--- src/rtl/multicycle_seq.sv ---
// rtl/multicycle_seq.sv - multi-cycle FETCH/DECODE/EXEC/MEM/WB sequencer
// Optional memory handshake timeout: `define MULTICYCLE_SEQ_MEM_TIMEOUT_EN
module multicycle_seq #(
  parameter int unsigned TIMEOUT_CYCLES = 16
) (
  input  logic        clk,
  input  logic        rst_n,
  input  logic        run,
  input  logic [6:0]  OpCode,
  input  logic        RUWr_de,
  input  logic        DMWr_de,
  input  logic [1:0]  RuDataWrSrc_de,
  input  logic [4:0]  BrOp_de,
  input  logic        imem_ready,
  input  logic        dmem_ready,
  output logic        imem_req,
  output logic        dmem_req,
  output logic        dmem_we,
  output logic        IRWr_en,
  output logic        PCWr_en,
  output logic        RUWr_en,
  output logic [2:0]  state_o,
  output logic [31:0] instret,
  output logic        trap,
  output logic [1:0]  trap_cause
);

  typedef enum logic [2:0] {
    S_IDLE   = 3'b000,
    S_FETCH  = 3'b001,
    S_DECODE = 3'b010,
    S_EXEC   = 3'b011,
    S_MEM    = 3'b100,
    S_WB     = 3'b101,
    S_TRAP   = 3'b111
  } state_t;

  state_t state;
  logic   legal_op;
  logic   is_mem_op;
  logic   is_branch;
  logic   is_load;
  logic   timeout;
  logic   unused_brop;

  always_comb begin
    legal_op = 1'b0;
    case (OpCode)
      7'b0110011, 7'b0010011, 7'b0000011, 7'b1100111, 7'b1100011,
      7'b0100011, 7'b1101111, 7'b0110111, 7'b0010111: legal_op = 1'b1;
      default: legal_op = 1'b0;
    endcase
  end

  assign is_mem_op   = (OpCode == 7'b0000011) || (OpCode == 7'b0100011);
  assign is_branch   = (BrOp_de[4:3] == 2'b01);
  assign is_load     = (RuDataWrSrc_de == 2'b01);
  assign unused_brop = ^BrOp_de[2:0];

  assign imem_req = (state == S_FETCH);
  assign dmem_req = (state == S_MEM);
  assign dmem_we  = (state == S_MEM) && DMWr_de;
  assign IRWr_en  = (state == S_FETCH) && imem_ready;
  assign RUWr_en  = (state == S_WB) && RUWr_de;
  // Retirement points: branch from EXEC, store from MEM, everything else from WB.
  assign PCWr_en  = ((state == S_EXEC) && !is_mem_op && is_branch) ||
                    ((state == S_MEM) && dmem_ready && !is_load) ||
                    (state == S_WB);

  assign state_o = state;

`ifdef MULTICYCLE_SEQ_MEM_TIMEOUT_EN
  logic [7:0] wait_cnt;
  logic       waiting;

  assign waiting = ((state == S_FETCH) && !imem_ready) ||
                   ((state == S_MEM) && !dmem_ready);
  assign timeout = waiting && (wait_cnt == 8'(TIMEOUT_CYCLES - 1));

  // Every entry into FETCH/MEM follows a non-waiting cycle, so the count starts at 0.
  always_ff @(posedge clk) begin
    if (!rst_n)       wait_cnt <= 8'd0;
    else if (waiting) wait_cnt <= wait_cnt + 8'd1;
    else              wait_cnt <= 8'd0;
  end
`else
  // Unbounded waits; a zero TIMEOUT_CYCLES is outside the legal range, so this is always 0.
  assign timeout = (TIMEOUT_CYCLES == 0);
`endif

  always_ff @(posedge clk) begin
    if (!rst_n) begin
      state      <= S_IDLE;
      instret    <= 32'd0;
      trap       <= 1'b0;
      trap_cause <= 2'b00;
    end else begin
      if (PCWr_en) instret <= instret + 32'd1;
      case (state)
        S_IDLE:   if (run) state <= S_FETCH;
        S_FETCH: begin
          if (imem_ready) begin
            state <= S_DECODE;
          end else if (timeout) begin
            state      <= S_TRAP;
            trap       <= 1'b1;
            trap_cause <= 2'b10;
          end
        end
        S_DECODE: begin
          if (legal_op) begin
            state <= S_EXEC;
          end else begin
            state      <= S_TRAP;
            trap       <= 1'b1;
            trap_cause <= 2'b01;
          end
        end
        S_EXEC: begin
          if (is_mem_op)      state <= S_MEM;
          else if (is_branch) state <= run ? S_FETCH : S_IDLE;
          else                state <= S_WB;
        end
        S_MEM: begin
          if (dmem_ready) begin
            if (is_load) state <= S_WB;
            else         state <= run ? S_FETCH : S_IDLE;
          end else if (timeout) begin
            state      <= S_TRAP;
            trap       <= 1'b1;
            trap_cause <= 2'b10;
          end
        end
        S_WB:     state <= run ? S_FETCH : S_IDLE;
        S_TRAP:   state <= S_TRAP;
        default:  state <= S_IDLE;
      endcase
    end
  end

endmodule
--- config.mk ---
export PLATFORM = sky130hd
export DESIGN_NAME = multicycle_seq
export DESIGN_NICKNAME = d
export VERILOG_FILES = /design/src/rtl/multicycle_seq.sv
export SDC_FILE = /design/constraint.sdc
export NUM_CORES = 1
export LEC_CHECK = 0
export BUFFER_PORTS_ARGS = -buffer_cell sky130_fd_sc_hd__buf_4
export CAP_MARGIN = 10
export CORE_AREA = 2 2 86 88
export DETAILED_ROUTE_END_ITERATION = 8
export DIE_AREA = 0 0 88 90
export HOLD_SLACK_MARGIN = 0.03
export PLACE_DENSITY = 0.52
export SYNTH_ARGS = -nofsm -noshare
export SYNTH_HDL_FRONTEND = slang
export SYNTH_SLANG_ARGS = --single-unit
--- constraint.sdc ---
create_clock -name clk -period 2.35 [get_ports clk]
set_clock_uncertainty 0.05 [all_clocks]
set_input_delay 0 -clock clk [delete_from_list [all_inputs] [get_ports clk]]
set_output_delay 0 -clock clk [all_outputs]
set_load 0.03 [all_outputs]
; Word-level counts from Yosys, hierarchy flattened
; Index checks and enable logic that the tools add are counted.
[op_classes]
bitwise = 1
mux = 10
n_reduce_logical = 16
addsub = 1
n_eq_ne = 20
[ops]
columns = operator, n
row1 = "32-bit by 1-bit adder with 32-bit output, second input constant", 1
row2 = "7-bit by 6-bit equality test with 1-bit output, second input constant", 3
row3 = "7-bit equality test, second input constant", 3
row4 = 3-bit 2-to-1 mux, 7
row5 = 3-bit case mux with 7 select lines, 1
row6 = "7-bit by 5-bit equality test with 1-bit output, second input constant", 2
row7 = "3-bit equality test, second input constant", 3
row8 = 9-bit OR reduction, 1
row9 = "7-bit by 2-bit equality test with 1-bit output, second input constant", 1
row10 = 1-bit logical AND, 7
row11 = "3-bit by 2-bit equality test with 1-bit output, second input constant", 2
row12 = "2-bit != test, second input constant", 3
row13 = "2-bit by 1-bit equality test with 1-bit output, second input constant", 2
row14 = "3-bit by 1-bit equality test with 1-bit output, second input constant", 1
row15 = 3-bit zero test, 1
row16 = 1-bit logical OR, 3
row17 = 3-bit AND reduction, 1
row18 = 1-bit zero test, 2
row19 = 1-bit 2-to-1 mux, 2
row20 = 2-bit AND reduction, 1
row21 = 1-bit NOT, 1
[word_totals]
out_inout_bits = 44
register_bits = 36
input_bits = 21

; Depth between registers and ports, before layout
[depth]
depth_word = 7
ltp_mapped = 7
depth_no_buf = 6

; Worst setup path after synthesis
; Ideal clock, no wire load.
[synth_timing]
path_kind = register to register
startpoint = reg instret[3]
endpoint = reg instret[11]
stages_incl_launch_ff = 8
slack_ns = 0.354
arrival_ns = 1.876
setup_ns = 0.070
period_less_slack_ns = 1.996
path_cell_list = dfxtp_1 > and4_1 > and3_1 > buf_4 > buf_6 > nand3_1 > or4_1 > a21oi_1
[synth_via]
elab_chain_len = 1
[synth_lines]
columns = element, line_no
row1 = "start, declared", 23  ; output logic [31:0] instret,
row2 = "start signal, assigned", 98  ; if (PCWr_en) instret <= instret + 32'd1;
row3 = 32-bit by 1-bit adder with 32-bit output, 98
; No other way between the ends.
; A chain may end at the register's enable or synchronous reset.

; Worst setup path after layout
[layout_timing]
startpoint = reg state[1], in the netlist state_o[1]
endpoint = out PCWr_en
[layout_via]
elab_chain_len = 5
word_cells_on_any_way = 9
classes_between = 3 x eq/ne / 6 x reduce/logical
[layout_lines]
columns = element, line_no
row1 = "start, declared", 38  ; state_t state;
row2 = "start signal, assigned", 121  ; else if (is_branch) state <= run ? S_FETCH : S_IDLE;
row3 = "start signal, assigned", 127  ; else state <= run ? S_FETCH : S_IDLE;
row4 = "start signal, assigned", 134  ; S_WB: state <= run ? S_FETCH : S_IDLE;
row5 = 3-bit by 2-bit equality test with 1-bit output or 3-bit equality test (tied branches), "66, 67"
row6 = "1-bit logical AND, on equally long branches (2 in a row)", "66, 67"
row7 = 1-bit logical OR, 66  ; assign PCWr_en = ((state == S_EXEC) && !is_mem_op && is_branch) ||
row8 = 1-bit logical OR *, 67  ; ((state == S_MEM) && dmem_ready && !is_load) ||
row9 = "end, declared", 20  ; output logic PCWr_en,
; Mark *: on every way between the ends. The rest lies on a longest branch, timed or not.

==> metrics list <==
* Outcome: finished, final reports clean
- Using the TritonRoute via totals, the vias-per-cell ratio works out to 5.308.
- Synthesis produced a netlist whose cell count is 254.
- Unrepaired setup endpoints after global routing: no
* Max transition margin: 65.89%
- Remaining routing DRC violations: 0
* Post-synthesis to final-layout area growth: 31.58%
- First-pass GRT wire length: 9.239 mm
* Accumulated negative setup slack: 0 ns
* Slew @ Worst Pin: 0.5116 ns
- By instance count, the cell type seen most on the critical path is sky130_fd_sc_hd__inv_1.
- WHS Path Cells: 3
- The worst setup path is launched from a flop.
- Clock input transition at the sequential cells of the worst setup and hold paths: 0.08 ns
- Starting density of the core: 29.41%
- Summed over all layers, the global routing overflow is 0.
* Primary flip-flop cell chosen by synthesis mapping: sky130_fd_sc_hd__dfxtp_1
- Data on the critical path arrives at its endpoint at 2.02 ns.
- OpenSTA, run right after detailed placement, puts the worst setup slack at 0.3209 ns.
- Global Route Usage Sum: 14.07%
* Placed Instances: 402
- For this run, the detailed router's first-pass iteration total came to 4.
- The critical path crosses 5 cells after its start point.
- For this run, the number of standard cells in the final layout without fillers is 412.
- At the end of routability-driven placement, the weighted congestion stood at 0.8348.
* Synth area leader: sky130_fd_sc_hd__dfxtp_1
* CTS tree: built
- For this design the ratio of total power to cell area is 502.4 nW/um^2.
- After floorplanning, the core was sized to cover 7020 sq um.
* Final #Nets: 334
* Largest stage delay on the critical path: 0.53 ns
- DR WL/cell: 13.61 um
* Post-synth ARST share: 0%
* Number of nets in the synthesized netlist: 276
* Number of cell instances on the worst register-to-register path: 5
- In this run the worst hold path is classified as in -> reg.
* Proportion of netlist area held by the largest area contributor: 34.91%
- Highest fanout seen on the critical path: 58
* Worst skew pair latency: 0.29 ns
* Total power: 1.365 mW
- Clk root buf: sky130_fd_sc_hd__clkbuf_8
* Via count: 2187
* Port Buffers: 60
* Maximum buffer depth of the clock tree: 2
- Htree depth: 2
- Setup slack on the critical path of the routed design comes to 0.2799 ns.
- Pin count of the biggest net entering global routing: 59
- Highest-delay cell along the critical path: sky130_fd_sc_hd__o32a_4
- Cts bufs inserted: 5
- Summed over all cells, the static leakage comes to 1.023 nW.
* Count of final hold-check violations: 0
* First-iteration detailed-routing DRC count: 112
* Number of flops mapped to enable cells by yosys: 0
- Delay-heaviest family, CP: buffers and inverters
* CP endpoint kind: output pin
* Classification of the worst setup path: reg -> out
- CP Buf/Inv Count: 3
* Number of nets with antenna violations after routing: 0
* Via count of the first global-routing pass: 1932
* Number of flip-flops and latches in the synthesized netlist: 36
* Share of post-route cells with drive strength above 1: 26.52%
- After layout, the worst path uses 88.09% of the clock period.
* Count of distinct cell types in the synthesized netlist: 40
- For this run, the number of Yosys warnings is 0.
* Worst voltage drop across the vdd grid: 0.0002251 V
- Slew Limit Fails: 0
* Antenna cell count: 0
- FMAX: 483.1 MHz
- Detailed placer's ending HPWL: 3.886 mm
- During I/O placement, the number of pins put on the boundary was 65.
* Fill cell count: 722
- Worst endpoint required time: 2.30 ns
- The floorplan step defined a die boundary enclosing 7920 sq um.
* Overall routed net length: 5.606 mm
- The clock period could shrink to 2.070 ns.
- Mapped cell area: 2064 sq um
- Number of maximum-capacitance constraint violations: 0
- DIE HEIGHT: 90 um
- From left edge to right edge, the die measures 88 um.
- In this run the core area contains 31 standard-cell rows.
- Of the synthesized area, sequential elements account for 34.91%.
- The initial antenna violation count was 0.
- The signal on the critical path passes through inv_1, nand2_1, o32a_4, inv_1, buf_4.
- In the post-synthesis netlist, the biggest area contributors are sky130_fd_sc_hd__dfxtp_1 35%, sky130_fd_sc_hd__a21oi_1 8.2%, sky130_fd_sc_hd__or4_1 8.0%.
- In this run the mean area of a mapped cell was 8.128 sq um.
- CTS saw 36 sinks.
* Final setup viols: 0
[placed cells by master, fill, tap and decap left out, types with 8 or more instances in the layout]
cell	n
sky130_fd_sc_hd__buf_4	70
sky130_fd_sc_hd__dfxtp_1	36
sky130_fd_sc_hd__a21oi_1	34
sky130_fd_sc_hd__or4_1	22
sky130_fd_sc_hd__o31ai_1	21
sky130_fd_sc_hd__nand2_1	17
sky130_fd_sc_hd__nand3_1	13
sky130_fd_sc_hd__nand4_1	13
sky130_fd_sc_hd__nor2_1	9
sky130_fd_sc_hd__o21ai_0	8
[where the power goes]
group | leakage (nW) | internal [mW] | switching [mW]
clock | 0.0552 | 0.315 | 0.247
combinational | 0.677 | 0.0716 | 0.105
sequential | 0.290 | 0.617 | 0.00862
total | 1.02 | 1.00 | 0.361
[per-stage QoR]
| step | utilization, % | cell area [sq um] | hold slack, ns |
|---|---|---|---|
| after floorplan | - | 2064 | 0.1128 |
| after global placement | 36.87 | 2589 | 0.2412 |
| after detailed placement | 36.87 | 2589 | 0.2538 |
| after CTS | 38.69 | 2716 | 0.03304 |
| after global routing | 38.69 | 2716 | 0.03575 |
| final | 38.69 | 2716 | 0.04284 |
[layer usage]
layer,part of all wire (%),GRT usage [%],vias to the layer above
li1,-,-,1089
met1,45,18.45,1036
met2,48,22.66,57
met3,5.6,3.214,5
met4,0.78,4.359,0
met5,0,0,-
[Yosys cell counts, drive strengths merged, types with 2 or more instances]
master,count
clkbuf,11
buf,10
and4,2
nand2b,7
mux2i,5
o21ai,8
or3,7
and2,2
nor3,4
nand2,17
nand3,14
nor4,2
inv,7
and3,7
o31ai,21
nand4,14
nor2,10
a21oi,34
or4,22
dfxtp,36
[worst min-delay path, cell delays in order]
cell and delay (ns):
sky130_fd_sc_hd__buf_4 0.09, sky130_fd_sc_hd__nor3_1 0.04, sky130_fd_sc_hd__o221a_2 0.21
[path summary, 6_finish.rpt]
path | startpoint | endpoint | slack, ns
min reg2reg | instret[31] | instret[31] | 0.44
min | dmem_ready | state_o[2] | 0.04
max reg2reg | state_o[2] | instret[19] | 0.32
max | state_o[1] | PCWr_en | 0.28
[cells by family (layout without fill, tap and decap cells)]
kind of cell,after synthesis,in the layout,share of synthesized area (%)
AOI/OAI and AO/OA,73,73,22.49
buffers and inverters,28,87,7.333
other,1,1,0.1816
DFF,36,36,34.91
muxes,5,5,2.424
xor gates and xnor gates,1,1,0.4243
and+or+nand+nor,109,109,31.64
adders and majority gates,1,1,0.6060
[area by class of cell]
cell class | instances | area (sq um) | area share (%)
multi-input cells | 190 | 1192 | 43.90
clock buffers | 6 | 72.57 | 2.672
well taps | 99 | 123.9 | 4.560
flip-flops and latches | 36 | 720.7 | 26.53
inverters | 7 | 26.28 | 0.9673
clock inverters | 2 | 35.03 | 1.290
repair buffers | 72 | 545.5 | 20.08
[sequential cells by signal, indices dropped and copies added (netlist names)]
| register | count |
|---|---|
| state_o | 3 |
| trap | 1 |
| instret | 32 |
[timing repair]
item,in CTS,in global routing
gates resized for setup,0,0
setup buffers,0,0
endpoints found under the hold margin,7,0
hold buffers,2,0
Power figures use the tool's default switching activity.
